<file path="src/rtl/addr_seq_pkg.sv">
// rtl/addr_seq_pkg.sv - shared encodings and defaults for the phase address sequencer
//
// Purpose: state encodings, default sizing and the trap address helper used by
// phase_address_sequencer and phase_counter.
package addr_seq_pkg;

  localparam int ADDR_W_DEF = 2;
  localparam int PHASES_DEF = 3;

  typedef enum logic [1:0] {
    ST_IDLE = 2'd0,
    ST_RUN  = 2'd1,
    ST_TRAP = 2'd2
  } seq_state_t;

  // All ones of the given width; the trap address sits above every phase address.
  function automatic int unsigned trap_addr(input int width);
    return (32'd1 << width) - 32'd1;
  endfunction

endpackage

</file>
<file path="src/rtl/phase_counter.sv">
// rtl/phase_counter.sv - modulo-PHASES phase counter with clear, hold and increment
//
// Purpose: owns the micro-step phase count; wraps from PHASES-1 back to 0.
// Ports:
//   clk, reset   clock and synchronous active-high reset
//   clr          force count to 0 (beats hold and inc)
//   inc          step count by one, modulo PHASES
//   hold         freeze count (beats inc)
//   count        current phase count
//   last         count == PHASES-1
module phase_counter
  import addr_seq_pkg::*;
#(
  parameter int ADDR_W = ADDR_W_DEF,
  parameter int PHASES = PHASES_DEF
) (
  input  logic              clk,
  input  logic              reset,
  input  logic              clr,
  input  logic              inc,
  input  logic              hold,
  output logic [ADDR_W-1:0] count,
  output logic              last
);

  localparam logic [ADDR_W-1:0] LAST_CNT = ADDR_W'(PHASES - 1);

  assign last = (count == LAST_CNT);

  always_ff @(posedge clk) begin
    if (reset || clr) begin
      count <= '0;
    end else if (count > LAST_CNT) begin
      // Out-of-range value can only come from an upset; fall back to phase 0.
      count <= '0;
    end else if (hold) begin
      count <= count;
    end else if (inc) begin
      count <= last ? '0 : count + ADDR_W'(1);
    end
  end

endmodule

</file>
<file path="src/rtl/phase_address_sequencer.sv">
// rtl/phase_address_sequencer.sv - micro-step address sequencer with status trap
//
// Purpose: steps through addresses 0..PHASES-1 under an advance handshake,
// pulses done on the final step and forces TRAP_ADDR while trapped.
// Optional feature macro: ADDR_SEQ_STICKY_EN (TRAP latches until clear).
// Ports:
//   clk, reset   clock and synchronous active-high reset
//   start        begin a sequence (IDLE only)
//   advance      step to next phase (RUN only)
//   status       exception/status request
//   clear        release from a sticky TRAP (sticky build only)
//   address      current micro-step address
//   counter      current phase count, frozen in TRAP
//   busy         high in RUN or TRAP
//   done         one-cycle pulse after the final phase step
//   trap         high while in TRAP
module phase_address_sequencer
  import addr_seq_pkg::*;
#(
  parameter int          ADDR_W    = ADDR_W_DEF,
  parameter int          PHASES    = PHASES_DEF,
  parameter int unsigned TRAP_ADDR = trap_addr(ADDR_W)
) (
  input  logic              clk,
  input  logic              reset,
  input  logic              start,
  input  logic              advance,
  input  logic              status,
  input  logic              clear,
  output logic [ADDR_W-1:0] address,
  output logic [ADDR_W-1:0] counter,
  output logic              busy,
  output logic              done,
  output logic              trap
);

  localparam logic [ADDR_W-1:0] TRAP_A = TRAP_ADDR[ADDR_W-1:0];

  seq_state_t state_q, state_d;
  logic       done_q, done_d;
  logic       cnt_clr, cnt_inc, cnt_hold, cnt_last;

  phase_counter #(
    .ADDR_W (ADDR_W),
    .PHASES (PHASES)
  ) u_phase_counter (
    .clk   (clk),
    .reset (reset),
    .clr   (cnt_clr),
    .inc   (cnt_inc),
    .hold  (cnt_hold),
    .count (counter),
    .last  (cnt_last)
  );

`ifdef ADDR_SEQ_STICKY_EN
  // Sticky: only clear (without a concurrent status) leaves TRAP.
  logic trap_exit;
  assign trap_exit = clear && !status;
`else
  logic trap_exit;
  logic unused_clear;
  assign trap_exit    = !status;
  assign unused_clear = clear;
`endif

  always_ff @(posedge clk) begin
    if (reset) begin
      state_q <= ST_IDLE;
      done_q  <= 1'b0;
    end else begin
      state_q <= state_d;
      done_q  <= done_d;
    end
  end

  always_comb begin
    state_d  = state_q;
    done_d   = 1'b0;
    cnt_clr  = 1'b0;
    cnt_inc  = 1'b0;
    cnt_hold = 1'b0;
    unique case (state_q)
      ST_IDLE: begin
        // The done cycle is already IDLE; start is only taken one cycle later.
        if (start && !done_q) begin
          state_d = ST_RUN;
          cnt_clr = 1'b1;
        end
      end
      ST_RUN: begin
        if (status) begin
          state_d  = ST_TRAP;
          cnt_hold = 1'b1;
        end else if (advance) begin
          if (cnt_last) begin
            state_d = ST_IDLE;
            done_d  = 1'b1;
            cnt_clr = 1'b1;
          end else begin
            cnt_inc = 1'b1;
          end
        end
      end
      ST_TRAP: begin
        cnt_hold = 1'b1;
        if (trap_exit) begin
          state_d = ST_RUN;
        end
      end
      default: begin
        state_d = ST_IDLE;
        cnt_clr = 1'b1;
      end
    endcase
  end

  assign busy    = (state_q == ST_RUN) || (state_q == ST_TRAP);
  assign trap    = (state_q == ST_TRAP);
  assign done    = done_q;
  assign address = trap ? TRAP_A : counter;

endmodule

</file>
<file path="config.mk">
export PLATFORM = sky130hd
export DESIGN_NAME = phase_address_sequencer
export DESIGN_NICKNAME = d
export VERILOG_FILES = /design/src/rtl/addr_seq_pkg.sv /design/src/rtl/phase_counter.sv /design/src/rtl/phase_address_sequencer.sv
export SDC_FILE = /design/constraint.sdc
export NUM_CORES = 1
export LEC_CHECK = 0
export BUFFER_PORTS_ARGS = -buffer_cell sky130_fd_sc_hd__buf_2
export CELL_PAD_IN_SITES_DETAIL_PLACEMENT = 1
export CELL_PAD_IN_SITES_GLOBAL_PLACEMENT = 1
export CORE_AREA = 2 2 39 41
export CTS_CLUSTER_SIZE = 8
export DETAILED_ROUTE_END_ITERATION = 10
export DIE_AREA = 0 0 41 43
export PLACE_DENSITY_LB_ADDON = 0.1
export SLEW_MARGIN = 20
export SYNTH_ARGS = -nofsm -noshare
export SYNTH_HDL_FRONTEND = slang
export SYNTH_SLANG_ARGS = --single-unit
</file>
<file path="constraint.sdc">
create_clock -name clk -period 2 [get_ports clk]
set_input_delay 0.4 -clock clk [delete_from_list [all_inputs] [get_ports clk]]
set_output_delay 0.4 -clock clk [all_outputs]
set_load 0.01 [all_outputs]
</file>
# == Word level (Yosys, flattened, before mapping) ==
# Index checks and enable logic that the tools add are counted.
# classes
add_sub_neg,1
magnitude_cmp,1
n_eq_ne,7
n_mux,19
bitwise_logic,2
reduce_logical,9
# ops
operator,count
$mux W2,7
$mux W1,9
$pmux W2 S3,1
$eq A2 B2 Y1 const B,2
$ne A2 B2 Y1 const B,2
$reduce_and A4 Y1,1
$reduce_or A2 Y1,2
$ne A3 B2 Y1 const B,1
$ne A3 B3 Y1 const B,1
$pmux W1 S3,1
$add A2 B1 Y2 const B,1
$eq A2 B1 Y1 const B,1
$gt A2 B2 Y1 const B,1
$logic_not A2 Y1,1
$logic_or A1 B1 Y1,2
$not A1 Y1,2
$pmux W1 S2,1
$reduce_and A2 Y1,1
$logic_and A1 B1 Y1,1
$logic_not A1 Y1,1
# totals
reg_bits,5
in_bits,6
output_inout_bits,7
wordCells,42

# == Depth between registers and ports, before layout ==
# depth
word_depth,7
mapped_depth,6
mapped_depth_nobuf,6

# == Hierarchy ==
# From an unflattened synthesis, not the netlist that was laid out.
# unflattened
hier_cells,41
hier_area_um2,381.6
# modules_own_cells
mod,instances,cells_per_inst,area_each_um2,seq_area_each_um2
phase_address_sequencer,1,32,265.3,60.1
phase_counter,1,9,116.4,40.0

# == Worst setup path after synthesis ==
# No wires, ideal clock.
# synth_timing
kind,register to register
start,register state_q[0]
end,register state_q[1]
setup_ns,0.114
arrival_time_ns,1.334
required_ns,1.886
slack_ns,0.552
stages_incl_launch_ff,6
path_buffers,0
period_less_slack_ns,1.448
path_cell_list,dfxtp_1 -> inv_1 -> ha_1 -> a222oi_1 -> o21ai_1 -> nor2b_1
# synth_via
elab_chain_cells,3
elab_cells_between_ends,9
classes_between,eq/ne (6); mux (1); reduce/logical (2)
# synth_lines
element,line,source
start: declaration,phase_address_sequencer.sv:39,"seq_state_t state_q, state_d;"
start signal: assignment,phase_address_sequencer.sv:72,state_q <= state_d;
$eq A2 B2 Y1 (*),--,
named net trap,phase_address_sequencer.sv:34,output logic trap
$ne A2 B2 Y1 (no source line),--,
$reduce_and A4 Y1 (no source line),--,
# The timed path passes the listed nets; every way through them passes the cells marked *.
# A chain may end at the register's enable or synchronous reset.

# == Final worst setup path ==
# layout_timing
start,register state_q[0]
end,output address[0]
# layout_via
elab_chain_cells,2
# layout_lines
element,line,source
$eq A2 B2 Y1,phase_address_sequencer.sv:119,assign trap = (state_q == ST_TRAP);
$mux W2,phase_address_sequencer.sv:121,assign address = trap ? TRAP_A : counter;
end: declaration,phase_address_sequencer.sv:30,"output logic [ADDR_W-1:0] address,"
# No other way between the ends.

==> metrics.txt <==
min Tclk post-route about 1.7 ns; total core area approximately 0.0014 mm^2; Final ANT Viol Nets 0; Post-synth ARST share 0%; register area share after synthesis a little under a third; Final nets 62; root buf cell clkbuf_4; slew margin rel. 70.0%; number of synthesized flops with an enable pin 0; NetSw 150 uW; top post-synthesis cells by count 5 x dfxtp_1, 4 x ha_1, 4 x nand3b_1, 3 x inv_1; n_diodes 0; CP startpoint kind register; Max FO, Critical Path 7; largest net degree at the start of global routing 8; Worst Path Arrival 1.32 ns; Fmax between 500 and 600 MHz; crit path kind register to output port; Cells after DPL 63; Syn Nets 46; first-pass GRT wire length around 1.2 mm; Final GP Congestion between 0.6 and 0.7; Die ar. between 0.0015 and 0.002 mm^2; Post-Synthesis Cells 36; Setup TNS 0 ns; clock latency on the worst-skew pair ~0.23 ns; total setup buffers inserted after CTS 0; Post-DP Area ~390 um^2; dominant cell type by area after synthesis dfxtp_1; CTS Hold Bufs 0; clock share of power about 27%; H-tree Lvls 1; total congestion overflow 0; critical path endpoint category output port; RSZ-0062 raised after global routing false; Horiz. Die Dim a little over 40 um; count leader, synth dfxtp_1; Layout fillers around 180; Pre-antenna DRT Iters 4; Initial DRC Count 3; initial cell density of the core 22.7%; Internal Power 266 uW; DR vias 306; Min Hold Slack 0.396 ns; library cells used by synthesis 19; Finished Cell Area around 420 um^2; number of global-route vias before repair between 200 and 300; clock buffer depth 2; Setup Skew roughly 0.00084 ns; FP Rows 14; final period utilization 85.8%; combinational power share 42.3%; initial antenna violation count 0; # Max-Cap Violations 0; GRT Total Usage between 10% and 20%; syn avg cell area 8.72 um^2; Ys Warns 0; clock sink total 5; CP Data Required Time between 1.5 and 2 ns; Residual DRC 0; leakage roughly 0.0002 uW; power density of the placed cells around 1000 mW/mm^2; Clock transition at path regs ~0.04 ns; Critical Path Source state_q[0]; Design Power about 420 uW; DR WL/cell ~12 um; worst IR drop on VDD 0.000299 V; vias per std cell around 4.6; Yosys top cell area share 31.9%; RR Startpoint state_q[1]; CTS buffer count 3; HP Class input port to register; Syn-to-layout area delta 32.3%; worst-margin pin slew around 0.45 ns; switching share of power 36.1%; outcome finished, final reports clean; Flop pwr share 30.8%; CTS tree yes; Final setup violation count 0; mapped cell area 314 um^2; Final Hold Violating Endpoints 0; # port buffers 11; Primary FF master, synth dfxtp_1; layout cells sized above 1 between 20 and 30%; HP Start reset; die height 43 um; Synth area leaders dfxtp_1 32%, ha_1 16%, nand3b_1 9.6%, or2_1 4.0%, inv_1 3.6%; Post-Route WL about 800 um; FF+latch count, synth 5; IO Count 13; post_cts resized 0; non-filler cells, final 67; max-slew violations 0
logic make-up (layout without fill, tap and decap cells):
| logic type | Yosys count | count (layout) | share of synthesized area (%) |
|---|---|---|---|
| xor+xnor | 1 | 1 | 2.79 |
| fa+ha+maj | 4 | 4 | 15.9 |
| flops | 5 | 5 | 31.9 |
| simple gates | 16 | 16 | 31.1 |
| buf+inv | 3 | 18 | 3.59 |
| compound gates | 7 | 7 | 14.7 |
sequential cells by signal (all words and copies together), names as in the netlist:
register               count
done                       1
state_q                    2
u_phase_counter.count      2
per-stage QoR:
step	utilization (%)	setup slack (ns)
2_1_floorplan	-	0.552
5_1_grt	30.0	0.201
3_3_place_gp	28.1	0.389
6_report	30.0	0.285
4_1_cts	30.0	0.251
3_5_place_dp	28.1	0.391
power by group through the flow:
stage                     Combinational, uW  Clock (uW)  Sequential, uW
after CTS                               182         120             129
after floorplan                         124           0             127
after global placement                  175           0             129
after detailed placement                179           0             130
final                                   176         112             128
after global routing                    199         125             130
path summary, 6_finish.rpt:
kind	endpoint	slack [ns]	cells past startpoint
worst max-delay path	address[0]	0.28	4
worst max register to register	state_q[1]	0.39	6
worst min-delay path	state_q[1]	0.40	2
worst min register to register	u_phase_counter.count[0]	0.53	1
critical path, cell delays in order, from the launching register on:
cell and delay [ns]:
dfxtp_1 0.36, inv_1 0.09, ha_1 0.27, or2_1 0.23, buf_2 0.14
area by class of cell:
type                       count  area [um^2]  area share [%]
tap                           16         20.0            4.82
timing repair buffer          11         55.1            13.3
multi-input combinational     28          203            48.8
inverter                       3         11.3            2.71
clock buffer                   4         26.3            6.33
sequential                     5          100            24.1
per-layer routing:
metal  vias to the layer above  track usage (%)  share of wire [%]  wire length [um]
li1                        156                -                  -                 -
met1                       142             12.5                 45               370
met2                         8             14.7                 50               410
met3                         0             1.57                4.4                36
met4                         0             10.0                  0                 0
met5                         -                0                  0                 0
cells in the final DEF, fill, tap and decap left out:
master / count
o21ai_1: 1
a211o_1: 1
nor2_1: 2
clkbuf_1: 1
nand3b_1: 4
nor2b_2: 1
o31ai_1: 1
o21ai_0: 1
nor2b_1: 1
xnor2_1: 1
a21oi_1: 2
nor4b_1: 1
clkbuf_4: 3
dfxtp_1: 5
nand2b_1: 1
buf_2: 11
ha_1: 4
inv_1: 3
nor3_1: 2
or2_1: 2
a222oi_1: 1
nand2_1: 2
Power figures use the tool's default switching activity.
